--- config.mk ---
export PLATFORM = sky130hd
export DESIGN_NAME = bcd_ascii_tx
export DESIGN_NICKNAME = d
export VERILOG_FILES = /design/src/rtl/bcd_ascii_pkg.sv /design/src/rtl/bcd_ascii_tx_lead.sv /design/src/rtl/bcd_ascii_tx.sv
export SDC_FILE = /design/constraint.sdc
export NUM_CORES = 1
export LEC_CHECK = 0
export BUFFER_PORTS_ARGS = -buffer_cell sky130_fd_sc_hd__clkbuf_2
export CAP_MARGIN = 30
export CORE_ASPECT_RATIO = 2
export CORE_MARGIN = 2
export CORE_UTILIZATION = 45
export CTS_CLUSTER_DIAMETER = 30
export DETAILED_ROUTE_END_ITERATION = 12
export HOLD_SLACK_MARGIN = 0.03
export PLACE_DENSITY = 0.67
export RECOVER_POWER = 25
export SYNTH_ARGS = -nofsm -noshare
export SYNTH_HDL_FRONTEND = slang
export SYNTH_HIERARCHICAL = 1
export SYNTH_SLANG_ARGS = --single-unit
--- constraint.sdc ---
create_clock -name clk -period 1.9 [get_ports clk]
set_input_delay 0.38 -clock clk [delete_from_list [all_inputs] [get_ports clk]]
set_output_delay 0.38 -clock clk [all_outputs]
set_load 0.05 [all_outputs]
--- src/rtl/bcd_ascii_pkg.sv ---
// Shared types, ASCII constants and digit encoding for the BCD-to-ASCII serializer.
// BCD_ASCII_TX_CRLF_EN adds the CR/LF trailer states.
package bcd_ascii_pkg;

`ifdef BCD_ASCII_TX_CRLF_EN
    typedef enum logic [1:0] {S_IDLE, S_DIG, S_CR, S_LF} state_t;
`else
    typedef enum logic {S_IDLE, S_DIG} state_t;
`endif

    localparam logic [7:0] ZERO = 8'h30;
    localparam logic [7:0] ERR  = 8'h3F;
    localparam logic [7:0] CR   = 8'h0D;
    localparam logic [7:0] LF   = 8'h0A;

    // Digits above 9 are not valid BCD and are flagged with '?'.
    function automatic logic [7:0] digit_ascii(input logic [3:0] d);
        if (d <= 4'd9)
            return ZERO + {4'h0, d};
        else
            return ERR;
    endfunction

endpackage

--- src/rtl/bcd_ascii_tx_lead.sv ---
// Priority encoder: position of the most significant nonzero BCD digit (0 when all zero).
module bcd_lead_idx #(
    parameter int DEC_W = 8,
    parameter int IW    = (DEC_W > 1) ? $clog2(DEC_W) : 1
) (
    input  logic [DEC_W-1:0][3:0] digits,
    output logic [IW-1:0]         index
);

    // Ascending scan: the highest nonzero digit is the last to write.
    always_comb begin
        index = '0;
        for (int unsigned i = 0; i < DEC_W; i++) begin
            if (digits[i] != 4'h0)
                index = IW'(i);
        end
    end

endmodule

--- src/rtl/bcd_ascii_tx.sv ---
// Serializes packed BCD digits into an ASCII byte stream, leading zeros suppressed.
// Define BCD_ASCII_TX_CRLF_EN to terminate each string with CR LF.
module bcd_ascii_tx
    import bcd_ascii_pkg::*;
#(
    parameter int DEC_W = 8
) (
    input  logic                 clk,
    input  logic                 rst,
    input  logic [DEC_W-1:0][3:0] bcd,
    input  logic                 start,
    output logic                 rdy,
    output logic [7:0]           m_dat,
    output logic                 m_val,
    input  logic                 m_rdy,
    output logic                 m_last
);

    localparam int IW = (DEC_W > 1) ? $clog2(DEC_W) : 1;

    state_t                  state, state_n;
    logic [DEC_W-1:0][3:0]   bcd_q, bcd_n;
    logic [IW-1:0]           idx, idx_n;
    logic [IW-1:0]           lead;

    bcd_lead_idx #(
        .DEC_W (DEC_W),
        .IW    (IW)
    ) u_lead (
        .digits (bcd),
        .index  (lead)
    );

    always_ff @(posedge clk) begin
        if (rst) begin
            state <= S_IDLE;
            bcd_q <= '0;
            idx   <= '0;
        end else begin
            state <= state_n;
            bcd_q <= bcd_n;
            idx   <= idx_n;
        end
    end

    always_comb begin
        state_n = state;
        bcd_n   = bcd_q;
        idx_n   = idx;
        rdy     = 1'b0;
        m_val   = 1'b0;
        m_last  = 1'b0;
        m_dat   = 8'h00;
        case (state)
            S_IDLE: begin
                rdy = 1'b1;
                if (start) begin
                    state_n = S_DIG;
                    bcd_n   = bcd;
                    idx_n   = lead;
                end
            end
            S_DIG: begin
                m_val = 1'b1;
                m_dat = digit_ascii(bcd_q[idx]);
`ifdef BCD_ASCII_TX_CRLF_EN
                m_last = 1'b0;
`else
                m_last = (idx == '0);
`endif
                if (m_rdy) begin
                    if (idx != '0) begin
                        idx_n = idx - IW'(1);
                    end else begin
`ifdef BCD_ASCII_TX_CRLF_EN
                        state_n = S_CR;
`else
                        state_n = S_IDLE;
`endif
                    end
                end
            end
`ifdef BCD_ASCII_TX_CRLF_EN
            S_CR: begin
                m_val = 1'b1;
                m_dat = CR;
                if (m_rdy)
                    state_n = S_LF;
            end
            S_LF: begin
                m_val  = 1'b1;
                m_last = 1'b1;
                m_dat  = LF;
                if (m_rdy)
                    state_n = S_IDLE;
            end
`endif
            default: state_n = S_IDLE;
        endcase
    end

endmodule

==> results.py <==
metrics = {
    "run": {
        "drv_cap": 0,
    },
    "hold_path": {
        "hold_class": "input pin to flip-flop",
    },
    "critical_path": {
        "crit_fanout": 4,
        "cp_data_required_time_ns": 1.52,
        "critical_path_arrival_ns": 1.83,
        "start_kind": "flip-flop",
        "critical_path_class": "flip-flop to output port",
        "crit_path_end_kind": "output port",
    },
    "timing": {
        "hold_viol_final": 0,
        "worst_slew_pin_slew_ns": 0.6407,
        "worst_slack_ns": -0.3086,
        "setup_tns_ns": -1.143,
        "drv_slew": 0,
        "layout_min_cycle_time_ns": 2.209,
        "clock_skew_ns": 0.01006,
        "period_share_pct": 116.2,
        "fmax_mhz": 452.8,
        "slew_headroom_pct": 57.29,
        "final-setup-viol-count": 5,
        "rsz0062_at_grt": "yes",
    },
    "pwr": {
        "power_density_nw_per_um2": 856.0,
        "total_power_mw": 2.013,
        "ir_drop_mv": 0.7902,
        "leakage_nw": 0.9363,
    },
    "cts": {
        "clockBufferDepth": 2,
        "cts.sinks": 36,
        "insertion_delay_ns": 0.30,
        "cts_hold_buf": 0,
        "htree_levels": 2,
        "cts_tree": "yes",
        "cts_root_buf": "clkbuf_8",
        "clk_pin_slew_worst_paths_ns": 0.09,
        "numCtsBuffers": 5,
    },
    "synth": {
        "synth_top_flop_cell": "dfxtp_1",
        "syn_area_per_cell_um2": 8.314,
        "synth_seq_cells": 36,
        "synth_cells": 214,
        "yosysTopAreaCellShare_pct": 40.51,
        "synth_cell_types": 32,
        "yosysSeqAreaShare_pct": 40.51,
        "yosysTopAreaCell": "dfxtp_1",
        "synthTopCellsByCount": "67 x nand2_1, 37 x a21oi_1, 36 x dfxtp_1",
        "async_reset_ff_share_pct": 0,
        "synth_enable_flop_cells": 0,
        "syn-cell-area_um2": 1779,
        "yosysMostFrequentCell": "nand2_1",
        "netlist_top_cells_area": "dfxtp_1 41%, nand2_1 14%, a21oi_1 10%",
        "ys_warn_count": 6,
    },
    "global_route": {
        "antenna_found_initial": 0,
        "grt_pass1_wl_um": 8142,
        "grt_overflow": 0,
        "grt_usage_pct": 24.07,
        "grt_max_degree": 34,
        "grt_pass1_vias": 1700,
    },
    "placement": {
        "dp.cells": 307,
        "place_ws_ns": -0.2073,
        "hpwl_um": 3719,
        "place.port_buffers": 44,
        "finalWeightedCongestion": 0.8622,
    },
    "detailed_routing": {
        "routed_via_density": 5.329,
        "drtIter0Drc": 31,
        "firstDrtPassIters": 4,
        "antenna_left": 0,
        "vias": 1684,
        "drcViolationCount": 0,
        "wl_um": 4876,
        "wire_per_inst_um": 15.43,
    },
    "die": {
        "die_x_um": 48.46,
        "die-area_um2": 4503,
        "start_util_pct": 46.29,
        "coreArea_um2": 3844,
        "row_count": 32,
        "die_h_um": 92.93,
        "ios": 47,
    },
    "final_layout": {
        "final_cell_count_no_fill": 316,
        "drive_gt1_share_pct": 36.98,
        "utilization_pct": 61.20,
        "multiInputGateArea_um2": 1017,
        "syn_to_final_growth_pct": 32.21,
        "register_area_um2": 733.2,
        "nNetsFinal": 302,
        "fill_cells": 364,
        "diodes": 0,
    },
    "run_status": {
        "violations": "setup timing",
        "status": "complete, but fails checks",
    },
}
[state kept, by name, indices dropped and copies added (netlist names)]
signal  cells
bcd_q      32
idx         3
state       1
[power by group]
part           total, mW  switching, mW  internal, mW  leakage, nW
Sequential         0.855         0.0460         0.809        0.298
Clock              0.681          0.293         0.388       0.0541
Combinational      0.478          0.267         0.211        0.584
[path summary, 6_finish.rpt]
kind | endpoint | slack [ns] | start | cells after the start
max | m_dat[2] | -0.31 | idx[1] | 5
min | bcd_q[1] | 0.29 | bcd[1] | 3
max reg2reg | idx[0] | 0.24 | idx[0] | 7
min reg2reg | bcd_q[10] | 0.46 | bcd_q[10] | 2
[metal layers]
layer	part of all wire, %	global-route usage [%]
met2	56	45.72
met4	4.6	12.62
met5	0	0
met1	36	24.79
met3	2.9	3.548
[per-stage QoR]
step	hold slack (ns)	instance area, µm²
2_1_floorplan	0.4331	1818
3_3_place_gp	0.4455	2115
3_5_place_dp	0.4477	2115
4_1_cts	0.2981	2322
5_1_grt	0.3078	2352
6_report	0.2918	2352
[placed cells by master (no fill, tap or decap), drive strengths merged, types with 3 or more instances in the layout]
master	synthesis	final
nand2	67	67
clkbuf	8	45
a21oi	37	37
dfxtp	36	36
buf	12	22
mux4	8	8
nor2	8	8
or4	5	5
mux2i	5	5
nor4	4	4
nor2b	3	3
[critical path, cell delays in order, from the launching register on]
cell	delay, ns
dfxtp_4	0.37
mux4_2	0.52
mux2i_4	0.23
o21a_1	0.21
nor2_4	0.05
buf_8	0.16
[layout make-up]
type / count / share of cell area, %
tap: 51 / 2.713
inverter: 3 / 0.8511
sequential: 36 / 31.17
clock buffer: 5 / 2.926
clock inverter: 3 / 1.809
multi-input combinational: 156 / 43.24
timing repair buffer: 62 / 17.29
[repair_timing]
item / 4_1_cts / 5_1_grt
buffers inserted: 1 / 0
gates resized for setup: 21 / 14
pin swaps: 3 / 4
endpoints found under the setup margin: 5 / 5
[cells by family after synthesis]
logic type | share of synthesized area [%]
compound gates | 15.26
other cells | 0.2108
fa+ha+maj | 1.406
flops | 40.51
buf+inv | 7.243
simple gates | 22.22
mux | 13.15
(Power assumes the default switching activity.)
